### config.mk
export PLATFORM = sky130hd
export DESIGN_NAME = tone_period_meter
export DESIGN_NICKNAME = d
export VERILOG_FILES = /design/src/rtl/tone_period_meter.sv
export SDC_FILE = /design/constraint.sdc
export NUM_CORES = 1
export LEC_CHECK = 0
export ABC_AREA = 1
export CORE_ASPECT_RATIO = 0.9
export CORE_MARGIN = 8
export CORE_UTILIZATION = 55
export CTS_CLUSTER_DIAMETER = 150
export DETAILED_ROUTE_END_ITERATION = 6
export GPL_ROUTABILITY_DRIVEN = 0
export GPL_TIMING_DRIVEN = 0
export HOLD_SLACK_MARGIN = 0.12
export PLACE_DENSITY = 0.74
export SYNTH_ARGS = -nofsm -noshare
export SYNTH_HDL_FRONTEND = slang
export SYNTH_SLANG_ARGS = --single-unit
### constraint.sdc
create_clock -name clk -period 3.2 [get_ports clk]
set_clock_uncertainty 0.15 [all_clocks]
set_input_delay 0.32 -clock clk [delete_from_list [all_inputs] [get_ports clk]]
set_output_delay 0.32 -clock clk [all_outputs]
set_load 0.1 [all_outputs]
### src/rtl/tone_period_meter.sv
// Tone period meter: measures the period of a comparator square wave in
// clock cycles, averages 2^AVG_LOG2 consecutive periods and reports whether
// the average lies inside a lock window. A watchdog aborts the measurement
// when no edge is accepted for TIMEOUT clocks.
module tone_period_meter #(
    parameter int CNT_WIDTH  = 20,
    parameter int AVG_LOG2   = 3,
    parameter int MIN_PERIOD = 161,
    parameter int MAX_PERIOD = 173,
    parameter int GLITCH_MIN = 16,
    parameter int TIMEOUT    = 4096
) (
    input  logic                 clk,
    input  logic                 reset,
    input  logic                 enable,
    input  logic                 sig_in,
    output logic [CNT_WIDTH-1:0] period_out,
    output logic                 valid,
    output logic                 timeout,
    output logic                 locked
);

    localparam int ACC_W  = CNT_WIDTH + AVG_LOG2;
    localparam int SCNT_W = (AVG_LOG2 > 0) ? AVG_LOG2 : 1;

    localparam logic [1:0] ST_IDLE    = 2'd0;
    localparam logic [1:0] ST_ARM     = 2'd1;
    localparam logic [1:0] ST_MEASURE = 2'd2;

    localparam logic [SCNT_W-1:0]  SCNT_LAST   = SCNT_W'((1 << AVG_LOG2) - 1);
    localparam logic [CNT_WIDTH:0] GLITCH_V    = (CNT_WIDTH+1)'(GLITCH_MIN);
    localparam logic [CNT_WIDTH-1:0] TO_LAST   = CNT_WIDTH'(TIMEOUT - 1);
    localparam logic [CNT_WIDTH-1:0] MIN_V     = CNT_WIDTH'(MIN_PERIOD);
    localparam logic [CNT_WIDTH-1:0] MAX_V     = CNT_WIDTH'(MAX_PERIOD);
    localparam logic [CNT_WIDTH-1:0] CNT_SAT   = '1;

    logic                 sync1_reg, sync2_reg, hist_reg;
    logic [1:0]           state_reg, state_next;
    logic [CNT_WIDTH-1:0] cnt_reg, cnt_next;
    logic [ACC_W-1:0]     acc_reg, acc_next;
    logic [SCNT_W-1:0]    scnt_reg, scnt_next;
    logic [CNT_WIDTH-1:0] period_reg, period_next;
    logic                 valid_reg, valid_next;
    logic                 timeout_reg, timeout_next;
    logic                 locked_reg, locked_next;

    logic                 rise;
    logic [CNT_WIDTH:0]   sample;
    logic [CNT_WIDTH-1:0] cnt_inc;
    logic [ACC_W-1:0]     acc_sum;
    logic [CNT_WIDTH-1:0] avg_new;
    logic                 glitch;
    logic                 to_hit;

    // Two-flop synchronizer for the asynchronous input plus a history flop for edge detection
    always_ff @(posedge clk) begin
        if (reset) begin
            sync1_reg <= 1'b0;
            sync2_reg <= 1'b0;
            hist_reg  <= 1'b0;
        end else begin
            sync1_reg <= sig_in;
            sync2_reg <= sync1_reg;
            hist_reg  <= sync2_reg;
        end
    end

    assign rise    = sync2_reg & ~hist_reg;
    // Sample is one wider than the counter so a saturated count cannot wrap to zero
    assign sample  = {1'b0, cnt_reg} + (CNT_WIDTH+1)'(1);
    assign cnt_inc = (cnt_reg == CNT_SAT) ? cnt_reg : cnt_reg + CNT_WIDTH'(1);
    assign acc_sum = acc_reg + ACC_W'(sample);
    assign avg_new = CNT_WIDTH'(acc_sum >> AVG_LOG2);
    assign glitch  = (sample < GLITCH_V);
    assign to_hit  = (cnt_reg == TO_LAST);

    // Next-state logic: sequencing, period counting, averaging and watchdog
    always_comb begin
        state_next   = state_reg;
        cnt_next     = cnt_reg;
        acc_next     = acc_reg;
        scnt_next    = scnt_reg;
        period_next  = period_reg;
        valid_next   = 1'b0;
        timeout_next = timeout_reg;
        locked_next  = locked_reg;

        if (!enable) begin
            state_next  = ST_IDLE;
            cnt_next    = '0;
            acc_next    = '0;
            scnt_next   = '0;
            locked_next = 1'b0;
        end else begin
            case (state_reg)
                ST_IDLE: begin
                    state_next = ST_ARM;
                    cnt_next   = '0;
                    acc_next   = '0;
                    scnt_next  = '0;
                end
                ST_ARM: begin
                    if (rise) begin
                        // First edge only establishes the phase reference
                        cnt_next   = '0;
                        state_next = ST_MEASURE;
                    end else if (to_hit) begin
                        timeout_next = 1'b1;
                        locked_next  = 1'b0;
                        acc_next     = '0;
                        scnt_next    = '0;
                        cnt_next     = '0;
                    end else begin
                        cnt_next = cnt_inc;
                    end
                end
                ST_MEASURE: begin
                    if (rise && !glitch) begin
                        cnt_next = '0;
                        if (scnt_reg == SCNT_LAST) begin
                            period_next  = avg_new;
                            valid_next   = 1'b1;
                            locked_next  = (avg_new >= MIN_V) && (avg_new <= MAX_V);
                            timeout_next = 1'b0;
                            acc_next     = '0;
                            scnt_next    = '0;
                        end else begin
                            acc_next  = acc_sum;
                            scnt_next = scnt_reg + SCNT_W'(1);
                        end
                    end else if (to_hit && !rise) begin
                        timeout_next = 1'b1;
                        locked_next  = 1'b0;
                        acc_next     = '0;
                        scnt_next    = '0;
                        cnt_next     = '0;
                        state_next   = ST_ARM;
                    end else begin
                        // Rejected glitch edges leave the running count untouched
                        cnt_next = cnt_inc;
                    end
                end
                default: begin
                    state_next = ST_IDLE;
                    cnt_next   = '0;
                    acc_next   = '0;
                    scnt_next  = '0;
                end
            endcase
        end
    end

    // State and output registers; reset discards any partial average
    always_ff @(posedge clk) begin
        if (reset) begin
            state_reg   <= ST_IDLE;
            cnt_reg     <= '0;
            acc_reg     <= '0;
            scnt_reg    <= '0;
            period_reg  <= '0;
            valid_reg   <= 1'b0;
            timeout_reg <= 1'b0;
            locked_reg  <= 1'b0;
        end else begin
            state_reg   <= state_next;
            cnt_reg     <= cnt_next;
            acc_reg     <= acc_next;
            scnt_reg    <= scnt_next;
            period_reg  <= period_next;
            valid_reg   <= valid_next;
            timeout_reg <= timeout_next;
            locked_reg  <= locked_next;
        end
    end

    assign period_out = period_reg;
    assign valid      = valid_reg;
    assign timeout    = timeout_reg;
    assign locked     = locked_reg;

endmodule

==> metrics.md, run 1 <==
| Metric | Value |
|---|---|
| Post-detailed-route count of antenna-violating nets | 0 |
| Tcrit/Tclk final | 98.2% |
| Initial standard-cell utilization of the core | 57.0% |
| Number of enable-type register cells in the synthesized netlist | 0 |
| Final-report max-slew violation count | 0 |
| Number of standard-cell rows in the floorplan | 32 |
| Final hold violation count | 0 |
| Die outline area | 12200 sq um |
| Arrival @ worst endpoint | 3.26 ns |
| Maximum clock frequency | 318 MHz |
| Clock network fraction of total power | 47.1% |
| Status | complete, no violations |
| Root buffer cell | sky130_fd_sc_hd__clkbuf_8 |
| Number of design rule violations left after detail routing | 0 |
| Number of standard cells in the final layout excluding fillers | 976 |
| Number of instances in the synthesized netlist | 790 |
| First-pass iteration count of the detailed router | 5 |
| Internal Power | 1.47 mW |
| Depth of the worst register-to-register path | 20 |
| Number of different library cells in the post-synthesis netlist | 29 |
| Setup repair after global routing missed its margin | yes |
| Number of setup violations in the final report | 0 |
| Top-Level Pins | 27 |
| Synth warnings | 0 |
| Post-layout total power | 1.92 mW |
| CTS buffer count | 9 |
| Die outline height | 106 um |
| Share of cells above drive strength 1 | 24.0% |
| Simple-gate share of the synthesized area | 37.2% |
| Psw | 0.450 mW |
| Post-route minimum period | 3.14 ns |
| IO buf count | 26 |
| R2R Path End | locked$_SDFFE_PP0P_ |
| Number of storage elements in the synthesis netlist | 74 |
| Largest net degree at the start of global routing | 14 |
| HPWL reported at the end of detailed placement | 10800 um |
| Startpoint of the worst-slack reg-to-reg timing path | cnt_reg[1]$_SDFF_PP0_ |
| Final core utilization | 75.1% |
| Part of the Yosys area used for sequential elements | 30.2% |
| Antenna violations before repair | 1 |
| Share of power burned in combinational logic | 4.7% |
| Adder-cell share of the synthesized area | 7.54% |
| Worst hold slack after final layout | 0.273 ns |
| Antenna diode count | 0 |
| Area of the mapped netlist | 4910 sq um |
| Net total in the final layout | 885 |
| Number of cells in the design after placement | 935 |
| Vias per std cell | 5.59 |
| Type of the tightest min-delay check | reg -> reg |
| Power per unit of standard cell area | 297 nW/um^2 |
| Hold-critical path endpoint | sync2_reg$_SDFF_PP0_ |
| Critical path fanouts, max | 5 |
| Pleak | 2.80 nW |
| Setup slack on the worst flop-to-flop path | 0.06 ns |
| CP Class | reg -> reg |
| Share of the synthesized area in the top cell type | 30.2% |
| Per-cell routed wire length | 16.2 um |
| Post-synthesis area per instance | 6.22 sq um |
| Clock input transition at the sequential cells of the worst setup and hold paths | 0.08 ns |
| Floorplan Core Area | 8610 sq um |
| Via count of the first global-routing pass | 5040 |
| Worst vdd ir | 0.000292 V |
| Mux share of post-synthesis cell area | 0% |
| Number of levels the H-tree was split into | 3 |
| Critical path capture point type | flop |
| Cell depth of the worst hold path | 2 |
| Total GRT Usage | 24.3% |
| Flip-flop count of the largest register, all copies and words added | 23 |
| Max-Cap Viols | 0 |
| Crit path setup slack, layout | 0.0592 ns |
| CTS tree | yes |
| Largest area contributor in the netlist | sky130_fd_sc_hd__dfxtp_1 |
| DR iter-0 viols | 465 |
| Clock Path Buffers | 2 |
| Worst-skew pair later-pin latency | 0.36 ns |
| Crit path launch type | flop |
| Part of the power in registers | 48.2% |
| Most frequent cell after synthesis | sky130_fd_sc_hd__nand2_1 |
| Slew of the pin with the lowest slew margin | 0.983 ns |
| Via count | 5455 |
| Floorplan die width | 116 um |
| Layout Area Growth over Synthesis | 31.7% |
| Xor/xnor cell area share of the yosys netlist | 2.68% |
| CP startpoint | cnt_reg[1]$_SDFF_PP0_ |
| Worst rel slew slack | 34.2% |
| Post-synth ARST share | 0% |
| Critical path required time | 3.32 ns |
| # clock sinks | 74 |
| Commonest cells in the netlist | 248 x sky130_fd_sc_hd__nand2_1, 114 x sky130_fd_sc_hd__inv_1, 98 x sky130_fd_sc_hd__nor2_1 |
| Top area cells in the synthesized netlist | sky130_fd_sc_hd__dfxtp_1 30%, sky130_fd_sc_hd__nand2_1 19%, sky130_fd_sc_hd__a21oi_1 8.9% |
| Beginning of the worst hold path | sync1_reg$_SDFF_PP0_ |
| Compound-Gate Fraction of Synth Area | 11.6% |
| Total nets after synthesis | 823 |
| Largest family of logic cells by synthesized area | simple AND/OR/NAND/NOR gates |
| Final wirelength | 15800 um |
| Wire length of the first global-routing pass | 23700 um |
| DP Worst Slack | -0.533 ns |
| Ys flop type | sky130_fd_sc_hd__dfxtp_1 |
| Sum of overflow across all layers after global routing | 0 |
| Net Sw Frac | 23.4% |
[metrics by stage]
| stage | instance area, sq um | TNS (ns) |
|---|---|---|
| final | 6470 | 0 |
| after global routing | 6470 | -0.443 |
| after global placement | 5320 | -1.90 |
| after floorplan | 4910 | 0 |
| after detailed placement | 5320 | -2.84 |
| after CTS | 5870 | 0 |
[critical path: stages, from the launching register on]
cell	delay, ns
sky130_fd_sc_hd__dfxtp_4	0.39
sky130_fd_sc_hd__ha_4	0.18
sky130_fd_sc_hd__nand2_4	0.05
sky130_fd_sc_hd__nor2_4	0.19
sky130_fd_sc_hd__buf_6	0.14
sky130_fd_sc_hd__nand3_4	0.08
sky130_fd_sc_hd__o21ai_2	0.16
sky130_fd_sc_hd__nand2_2	0.12
sky130_fd_sc_hd__ha_4	0.34
sky130_fd_sc_hd__nand2_1	0.13
sky130_fd_sc_hd__nor2_2	0.13
sky130_fd_sc_hd__nand2_1	0.07
sky130_fd_sc_hd__inv_1	0.08
sky130_fd_sc_hd__nand4_1	0.09
sky130_fd_sc_hd__nand3_1	0.16
sky130_fd_sc_hd__xor2_2	0.26
sky130_fd_sc_hd__nor2_1	0.07
sky130_fd_sc_hd__nand3_1	0.10
sky130_fd_sc_hd__nor2_2	0.05
sky130_fd_sc_hd__nor2_1	0.08
sky130_fd_sc_hd__nor2_1	0.04
[cells in the final DEF (no fill, tap or decap), types with 4 or more instances in the layout]
cell,netlist,layout
sky130_fd_sc_hd__clkdlybuf4s50_1,0,26
sky130_fd_sc_hd__buf_4,3,26
sky130_fd_sc_hd__buf_2,4,4
sky130_fd_sc_hd__nand3_1,41,35
sky130_fd_sc_hd__nand3_2,3,5
sky130_fd_sc_hd__nand2_2,3,42
sky130_fd_sc_hd__ha_1,28,9
sky130_fd_sc_hd__buf_6,3,5
sky130_fd_sc_hd__inv_2,0,9
sky130_fd_sc_hd__xor2_1,13,6
sky130_fd_sc_hd__nand4_1,21,21
sky130_fd_sc_hd__clkbuf_8,0,9
sky130_fd_sc_hd__nor2_1,98,75
sky130_fd_sc_hd__a21oi_2,0,12
sky130_fd_sc_hd__dfxtp_2,0,8
sky130_fd_sc_hd__nand2_1,248,201
sky130_fd_sc_hd__dfxtp_1,74,63
sky130_fd_sc_hd__o21ai_1,4,4
sky130_fd_sc_hd__o21ai_0,14,12
sky130_fd_sc_hd__ha_4,0,16
sky130_fd_sc_hd__nand3_4,0,4
sky130_fd_sc_hd__nor2_2,2,14
sky130_fd_sc_hd__o21bai_1,5,4
sky130_fd_sc_hd__xor2_2,0,4
sky130_fd_sc_hd__clkbuf_1,5,6
sky130_fd_sc_hd__nor2_4,5,16
sky130_fd_sc_hd__inv_1,114,103
sky130_fd_sc_hd__a21oi_1,87,75
sky130_fd_sc_hd__nand2_4,2,10
[how the worst max path moves through the flow]
stage	endpoint	slack, ns	depth (start not counted)
after floorplan	locked$_SDFFE_PP0P_	0.26	23
after global placement	locked$_SDFFE_PP0P_	-0.50	19
after detailed placement	locked$_SDFFE_PP0P_	-0.53	19
after CTS	locked$_SDFFE_PP0P_	0.002	23
after global routing	locked$_SDFFE_PP0P_	-0.17	20
final	locked$_SDFFE_PP0P_	0.06	20
[cell type report]
type / count / area (sq um)
buffer: 15 / 95.1
clock buffer: 10 / 128
clock inverter: 6 / 113
fill: 671 / 2140
inverter: 115 / 437
multi-input combinational: 586 / 3590
sequential: 74 / 1500
tap: 119 / 149
timing repair buffer: 51 / 455
[power by group through the flow]
stage	Combinational, mW	Sequential [mW]	Clock (mW)
after floorplan	0.0516	0.959	0
final	0.0907	0.925	0.903
after global placement	0.0864	0.949	0
after global routing	0.0984	0.926	0.956
after CTS	0.0891	0.926	0.919
after detailed placement	0.0881	0.949	0
[cells by family after synthesis]
| family | after synthesis |
|---|---|
| DFF | 74 |
| xor gates and xnor gates | 15 |
| AOI/OAI and AO/OA | 111 |
| and+or+nand+nor | 431 |
| buffers and inverters | 130 |
| adders and majority gates | 29 |
[timing repair]
item / 4_1_cts / 5_1_grt
hold buffers: 0 / 0
pin swaps: 11 / 39
gates resized for setup: 41 / 140
setup buffers: 11 / 14
setup endpoints to repair: 22 / 17
[metal layers]
layer / global-route usage (%) / vias up / wire, um
met1: 29.7 / 2525 / 6420
li1: - / 2628 / -
met2: 38.7 / 248 / 7490
met4: 7.31 / 2 / 412
met5: 0 / - / 12
met3: 9.07 / 52 / 1490
Note: power is estimated with default switching activity, not from simulation.
==> run 2, diff against run 1 <==
--- a/config.mk
+++ b/config.mk
@@ -13,7 +13,7 @@
 export DETAILED_ROUTE_END_ITERATION = 6
 export GPL_ROUTABILITY_DRIVEN = 0
 export GPL_TIMING_DRIVEN = 0
-export HOLD_SLACK_MARGIN = 0.12
+export HOLD_SLACK_MARGIN = 0.03
 export PLACE_DENSITY = 0.74
 export SYNTH_ARGS = -nofsm -noshare
 export SYNTH_HDL_FRONTEND = slang
==> results of run 2 <==
The final DEF is identical to that of run 1; final timing and power are the same.
